$ cat config.mk
export PLATFORM = sky130hd
export DESIGN_NAME = fetch_stage
export DESIGN_NICKNAME = d
export VERILOG_FILES = /design/src/rtl/fetch_pkg.sv /design/src/rtl/if_id_reg.sv /design/src/rtl/fetch_stage.sv
export SDC_FILE = /design/constraint.sdc
export NUM_CORES = 1
export LEC_CHECK = 0
export ABC_CLOCK_PERIOD_IN_PS = 2400
export CAP_MARGIN = 20
export CORE_ASPECT_RATIO = 1.75
export CORE_MARGIN = 4
export CORE_UTILIZATION = 48
export DETAILED_ROUTE_END_ITERATION = 12
export HOLD_SLACK_MARGIN = 0.12
export PLACE_DENSITY = 0.77
export SLEW_MARGIN = 20
export SYNTH_ARGS = -nofsm -noshare
export SYNTH_HDL_FRONTEND = slang
export SYNTH_SLANG_ARGS = --single-unit
$ cat constraint.sdc
create_clock -name clk -period 2.4 [get_ports clk]
set_clock_uncertainty 0.2 [all_clocks]
set_input_delay 0.24 -clock clk [delete_from_list [all_inputs] [get_ports clk]]
set_output_delay 0.24 -clock clk [all_outputs]
set_load 0.03 [all_outputs]
$ cat src/rtl/fetch_pkg.sv
// Shared types and default constants for the LEGv8 instruction-fetch stage.
package fetch_pkg;

    typedef enum logic [1:0] {
        BOOT,
        RUN,
        KILL,
        HOLD
    } fetch_state_t;

    localparam logic [63:0] DEFAULT_RESET_PC   = 64'h0;
    localparam logic [63:0] DEFAULT_EXC_VECTOR = 64'hD8;

endpackage

$ cat src/rtl/if_id_reg.sv
// IF/ID pipeline register: clear drops the valid bit and wins over enable.
module if_id_reg #(
    parameter int unsigned N      = 64,
    parameter int unsigned INSN_W = 32
) (
    input  logic              clk_i,
    input  logic              reset_i,
    input  logic              en_i,
    input  logic              clr_i,
    input  logic              valid_i,
    input  logic [INSN_W-1:0] instr_i,
    input  logic [N-1:0]      pc_i,
    output logic              valid_o,
    output logic [INSN_W-1:0] instr_o,
    output logic [N-1:0]      pc_o
);

    logic              valid_q, valid_d;
    logic [INSN_W-1:0] instr_q, instr_d;
    logic [N-1:0]      pc_q, pc_d;

    always_comb begin
        valid_d = valid_q;
        instr_d = instr_q;
        pc_d    = pc_q;
        if (clr_i) begin
            valid_d = 1'b0;
        end else if (en_i) begin
            valid_d = valid_i;
            instr_d = instr_i;
            pc_d    = pc_i;
        end
    end

    always_ff @(posedge clk_i) begin
        if (reset_i) begin
            valid_q <= 1'b0;
            instr_q <= '0;
            pc_q    <= '0;
        end else begin
            valid_q <= valid_d;
            instr_q <= instr_d;
            pc_q    <= pc_d;
        end
    end

    assign valid_o = valid_q;
    assign instr_o = instr_q;
    assign pc_o    = pc_q;

endmodule

$ cat src/rtl/fetch_stage.sv
// Instruction fetch with req/ready memory handshake, redirect absorption and a
// one-entry park buffer, feeding the IF/ID register.
module fetch_stage
    import fetch_pkg::*;
#(
    parameter int unsigned   N          = 64,
    parameter int unsigned   INSN_W     = 32,
    parameter logic [N-1:0]  RESET_PC   = N'(DEFAULT_RESET_PC),
    parameter logic [N-1:0]  EXC_VECTOR = N'(DEFAULT_EXC_VECTOR),
    parameter int unsigned   PC_STEP    = 4
) (
    input  logic              clk,
    input  logic              reset,
    input  logic              PCSrc_F,
    input  logic [N-1:0]      PCBranch_F,
    input  logic              Exc_F,
    input  logic              Stall_F,
    input  logic              Flush_D,
    output logic              imem_req_F,
    output logic [N-1:0]      imem_addr_F,
    input  logic              imem_ready_F,
    input  logic [INSN_W-1:0] imem_data_F,
    output logic [INSN_W-1:0] instr_D,
    output logic [N-1:0]      pc_D,
    output logic              valid_D
);

    fetch_state_t      state_q, state_d;
    logic [N-1:0]      pc_q, pc_d;
    logic [N-1:0]      pend_q, pend_d;
    logic [INSN_W-1:0] buf_instr_q, buf_instr_d;
    logic [N-1:0]      buf_pc_q, buf_pc_d;

    logic              redirect;
    logic [N-1:0]      target;
    logic [N-1:0]      pc_seq;
    logic              deliver;
    logic [INSN_W-1:0] dlv_instr;
    logic [N-1:0]      dlv_pc;

    assign redirect = Exc_F | PCSrc_F;
    assign target   = Exc_F ? EXC_VECTOR : PCBranch_F;
    assign pc_seq   = pc_q + N'(PC_STEP);

    always_ff @(posedge clk) begin
        if (reset) begin
            state_q     <= BOOT;
            pc_q        <= RESET_PC;
            pend_q      <= '0;
            buf_instr_q <= '0;
            buf_pc_q    <= '0;
        end else begin
            state_q     <= state_d;
            pc_q        <= pc_d;
            pend_q      <= pend_d;
            buf_instr_q <= buf_instr_d;
            buf_pc_q    <= buf_pc_d;
        end
    end

    always_comb begin
        state_d     = state_q;
        pc_d        = pc_q;
        pend_d      = pend_q;
        buf_instr_d = buf_instr_q;
        buf_pc_d    = buf_pc_q;
        deliver     = 1'b0;
        dlv_instr   = imem_data_F;
        dlv_pc      = pc_q;
        unique case (state_q)
            BOOT: state_d = RUN;
            RUN: begin
                if (redirect) begin
                    if (imem_ready_F) begin
                        pc_d = target;
                    end else begin
                        pend_d  = target;
                        state_d = KILL;
                    end
                end else if (imem_ready_F) begin
                    pc_d = pc_seq;
                    if (Stall_F) begin
                        buf_instr_d = imem_data_F;
                        buf_pc_d    = pc_q;
                        state_d     = HOLD;
                    end else begin
                        deliver = 1'b1;
                    end
                end
            end
            KILL: begin
                // The request stays on the old address; its response is dropped.
                if (imem_ready_F) begin
                    pc_d    = redirect ? target : pend_q;
                    state_d = RUN;
                end else if (redirect) begin
                    pend_d = target;
                end
            end
            HOLD: begin
                if (redirect) begin
                    pc_d    = target;
                    state_d = RUN;
                end else if (!Stall_F) begin
                    deliver   = 1'b1;
                    dlv_instr = buf_instr_q;
                    dlv_pc    = buf_pc_q;
                    state_d   = RUN;
                end
            end
        endcase
    end

    always_comb begin
        imem_req_F  = (state_q == RUN) || (state_q == KILL);
        imem_addr_F = pc_q;
    end

    if_id_reg #(
        .N      (N),
        .INSN_W (INSN_W)
    ) u_if_id (
        .clk_i   (clk),
        .reset_i (reset),
        .en_i    (!Stall_F),
        .clr_i   (Flush_D),
        .valid_i (deliver),
        .instr_i (dlv_instr),
        .pc_i    (dlv_pc),
        .valid_o (valid_D),
        .instr_o (instr_D),
        .pc_o    (pc_D)
    );

endmodule

==> Word level (Yosys, flattened, before mapping) <==
Index checks and enable logic that the tools add are counted.
{ "op_classes": {"add_sub_neg": 1, "n_eq_ne": 13, "mux": 28, "bitwise_logic": 4, "n_reduce_logical": 10} }
{ "ops": {"columns": ["cell", "count"], "rows": [
  ["two-way mux 64 bit", 12],
  ["one-hot mux 64 bit (3 select lines)", 1],
  ["one-hot mux 64 bit (2 select lines)", 1],
  ["adder 64 x 3 -> 64 bit, second input constant", 1],
  ["two-way mux 32 bit", 2],
  ["two-way mux 2 bit", 7],
  ["inequality test 2 bit, second input constant", 6],
  ["inequality test 3 bit, second input constant", 4],
  ["AND reduction 4 bit", 3],
  ["one-hot mux 2 bit (4 select lines)", 1],
  ["AND reduction 5 bit", 1],
  ["equality test 2 bit, second input constant", 2],
  ["two-way mux 1 bit", 3],
  ["inverter 1 bit", 3],
  ["nonzero test 3 bit", 1],
  ["equality test 2 x 1 -> 1 bit, second input constant", 1],
  ["logical NOT 2 bit", 1],
  ["one-hot mux 1 bit (2 select lines)", 1],
  ["AND reduction 2 bit", 1],
  ["nonzero test 2 bit", 1],
  ["OR reduction 2 bit", 1],
  ["logical OR 1 bit", 1],
  ["bitwise OR 1 bit", 1]
]} }
{ "totals": {"regBits": 323, "in_bits": 103} }

==> Depth between registers and ports, before layout <==
{ "depth": {"ltp_word": 4, "mapped_depth": 11, "depth_no_buf": 8} }

==> Cells and area by module <==
From an unflattened synthesis, not the netlist that was laid out.
{ "hier_totals": {"cells_unflattened": 2074, "area_unflattened_um2": 16819.9} }
{ "by_module_without_submodules": {"columns": ["module", "n_inst", "cells_each", "area_per_inst_um2", "seq_area_each_um2"], "rows": [
  ["fetch_stage", 1, 1635, 12444.4, 4524.3],
  ["if_id_reg", 1, 439, 4375.4, 1941.9]
]} }

==> Least setup slack after synthesis <==
Ideal clock, no wire load.
{ "synth_timing": {"path_kind": "flip-flop to flip-flop", "from": "register pc_q[19] (netlist: imem_addr_F[19])", "to": "register pc_q[63] (netlist: imem_addr_F[63])", "setup_ns": 0.119, "t_arrival_ns": 2.395, "required_ns": 2.081, "slack_ns": -0.314, "stages_incl_launch_ff": 9, "path_cell_list": "dfxtp_1 -> buf_2 -> nand4_1 -> or4_1 -> buf_4 -> nor4_4 -> nor4b_4 -> a31oi_1 -> a2bb2oi_1"} }
{ "synth_between": {"elab_chain_len": 4} }
{ "synth_lines": {"columns": ["element", "line_no", "rtl"], "rows": [
  ["start: declaration", "fetch_stage.sv:29", "logic [N-1:0] pc_q, pc_d;"],
  ["start signal: assignment", "fetch_stage.sv:54", "pc_q <= pc_d;"],
  ["adder 64 x 3 -> 64 bit", "fetch_stage.sv:43", "assign pc_seq = pc_q + N'(PC_STEP);"],
  ["two-way mux 64 bit", "fetch_stage.sv:80", "end else if (imem_ready_F) begin"],
  ["two-way mux 64 bit", "fetch_stage.sv:73", "if (redirect) begin"],
  ["one-hot mux 64 bit (3 select lines)", "fetch_stage.sv:70", "unique case (state_q)"]
]} }
No other way between the ends. The select of a mux whose other input is x is not followed.
A chain may end at the register's enable or synchronous reset.

==> Worst setup path after layout <==
{ "layout_timing": {"from": "register pc_q[14] (netlist: imem_addr_F[14])", "to": "register pc_q[55] (netlist: imem_addr_F[55])"} }
The elaborated chain is that of the path after synthesis.

==> impl_results.md <==
- Status: finished, violations left
- Failing checks: negative setup slack
- DR WL/cell: 20.17 µm
- Final hold viol count: 0
- Cell family with most CP delay: simple AND/OR/NAND/NOR gates
- Number of port buffers: 264
- Critical path class: reg2reg
- Syn Nets: about 2000
- Die height: 242.9 µm
- Critical path's slowest cell: or4_4
- Largest net degree at the start of global routing: 97
- Final worst slack: -0.00006595 ns
- Worst Setup SP: imem_addr_F[14]$_SDFFE_PP0P_
- Most common cell after layout, fill and taps aside: dfxtp_1
- DR pass1 iterations: 6
- Initial antenna violation count: 1
- Post-synthesis cell area: approximately 15000 µm²
- Power Total: roughly 16 mW
- Ys async rst share: 0
- Commonest cells after routing, fill and taps aside: 290 x dfxtp_1, 261 x clkdlybuf4s50_1, 247 x nand2_1
- Reg2Reg Depth: 7
- Placed Area: 19390 µm²
- Setup TNS: -0.00006595 ns
- Critical path depth: 7
- Worst path cell trace: nand4_4 > or4_4 > nor4_4 > buf_4 > nor4b_4 > o21ai_1 > a221oi_2
- I/O pin cnt: 265
- Hold Slack: 0.1362 ns
- Pwr dens: 739.9 nW/µm²
- RR Endpoint: imem_addr_F[55]$_SDFFE_PP0P_
- Final Wtd Congestion: 0.9672
- Req. time, crit path: 2.68 ns
- RSZ-0062 raised after global routing: true
- Worst-path fanout max: 5
- GRT Overall Usage: 0.2957
- Register area share after synthesis: 0.4271
- Grt ovf: 0
- Yosys reg bits: about 320
- Inserted Diodes: 0
- Worst-path clk slew: 0.06 ns
- Tightest Pin Transition: just under 0.5 ns
- Final Slew Violations: 0
- Max_cap viols: 0
- CORE AREA: around 31000 µm²
- Post-layout nets: 2366
- Pre-CTS setup slack: -0.1970 ns
- Via Count: 15840
- Num Clock Sinks: 323
- Warnings, synthesis: 0
- Slew margin rel.: 0.6746
- Htree depth: 1
- F_max: 416.7 MHz
- Starting Density: 0.4892
- Worst hold path type: in2reg
- CTS buffer count: 31
- Die Footprint: 34560 µm²
- Setup crit end: imem_addr_F[55]$_SDFFE_PP0P_
- Leak: 7.431 nW
- Minimum clock period: 2.400 ns
- Primary FF master, synth: dfxtp_1
- Number of synthesized flops with an enable pin: 0
- First-pass GRT wire length: 83.43 mm
- Reg2Reg Setup Slack: -0.00007 ns
- Critical path capture point type: register
- RR Startpoint: imem_addr_F[14]$_SDFFE_PP0P_
- Area grow syn2layout: 40.40%
- Syn Area/Cell: 8.015 µm²
- Routed WL: 53.88 mm
- Final setup viols: 1
- # rows: 85
- Yosys cell types: 66
- CTS tree: done
- Die X: roughly 140 µm
- Setup crit start kind: register
- Fin area: 21260 µm²
- Clock Latency Late Sink: between 0.5 and 0.6 ns
- Worst path bufs/invs: 1
- First DRT Iteration DRCs: 1369
- Remaining antenna violation count after routing: 0
- Clock buffer depth: 3
- Proportion of layout cells with a drive suffix above 1: 0.1632
- CP arrival: around 2.7 ns
- Worst Min Path Start: PCBranch_F[34]
- IR Drop Worst-Case VDD: roughly 640 µV
- Slowest stage delay, CP: 0.59 ns
- Synthesized instance count: between 1500 and 2000
- CTS root buf: clkbuf_16
- Via density: just under 6
- Detail Placement HPWL: 38.04 mm
- Final period util: 1.000
- Vias in the first global route: 15180
- DR DRC count: 0
how the worst min path moves through the flow:
stage                     slack (ns)                            to  cells past startpoint
final                           0.14       pend_q[34]$_SDFFE_PP0P_                      3
after CTS                       0.12  u_if_id.valid_o$_SDFFE_PP0N_                      2
after global routing            0.14  u_if_id.valid_o$_SDFFE_PP0N_                      2
after floorplan                 0.12  u_if_id.valid_o$_SDFFE_PP0N_                      1
after global placement          0.24     buf_pc_q[31]$_SDFFE_PP0P_                      2
after detailed placement        0.25     buf_pc_q[32]$_SDFFE_PP0P_                      2
synthesized netlist by cell type (all sizes together), types with 5 or more instances:
cell type	number	share of area
and2	8	0.0033
ha	5	0.0041
mux2i	90	0.060
nand3	31	0.010
o221a	5	0.0037
buf	37	0.011
and4	16	0.0093
xor2	10	0.0058
nor3	42	0.014
nand2	248	0.061
o21a	5	0.0025
or2	8	0.0033
nand2b	6	0.0025
a31oi	10	0.0041
clkbuf	142	0.035
and3	8	0.0033
or3	5	0.0021
a21oi	187	0.062
nor4	20	0.010
a211oi	109	0.054
o21ai	90	0.030
dfxtp	323	0.43
inv	21	0.0052
a22oi	121	0.060
a21o	6	0.0030
nor2	240	0.060
o211ai	12	0.0060
nand4	22	0.0099
xnor2	11	0.0064
routing by layer:
metal	vias up	wire length, µm	global-route usage	part of all wire
met5	-	6	0	0.00011
met4	2	2721	0.1424	0.051
met3	157	3805	0.03308	0.071
met2	742	26030	0.4930	0.48
met1	7439	21310	0.3773	0.40
li1	7503	-	-	-
kinds of logic after synthesis:
group | share of synthesized area
buf+inv | 0.05141
simple gates | 0.2011
fa+ha+maj | 0.004132
flops | 0.4271
xor+xnor | 0.01215
mux | 0.06025
compound gates | 0.2439
timing repair:
item / in CTS / in global routing
cloned: 0 / 1
setup buffers: 3 / 11
endpoints found under the hold margin: 127 / 0
setup endpoints to repair: 29 / 39
hold buffers: 39 / 0
pin swaps: 5 / 19
gates resized for setup: 29 / 46
registers in the layout, indices dropped and copies added (netlist names):
register         count
state_q              2
buf_instr_q         32
buf_pc_q            64
u_if_id.instr_o     32
pend_q              64
imem_addr_F         64
u_if_id.pc_o        64
u_if_id.valid_o      1
area by class of cell:
cell class	count	area (µm²)
tap	391	489.2
clock buffer	44	884.6
timing repair buffer	515	4907
fill	2539	9693
inverter	21	78.83
clock inverter	11	187.7
sequential	323	6530
multi-input combinational	1366	8178
through the flow:
stage | util | cells
3_5_place_dp | 0.6266 | 2563
5_1_grt | 0.6868 | 2671
2_1_floorplan | - | 1889
6_report | 0.6868 | 2671
4_1_cts | 0.6779 | 2660
3_3_place_gp | 0.6266 | 2563
power by group:
part           internal [mW]  leakage [nW]  switching [mW]
combinational           1.89          4.26            2.60
clock                   3.09         0.528            2.11
sequential              5.74          2.65           0.299
total                   10.7          7.43            5.01
worst reg2reg max path, delay by kind of cell (launching register included):
family,cells,cell delay (ns)
flip-flops,1,0.36
AO/OA/AOI/OAI,2,0.34
AND/OR/NAND/NOR,4,1.24
buffers and inverters,1,0.18
(Power assumes the default switching activity.)
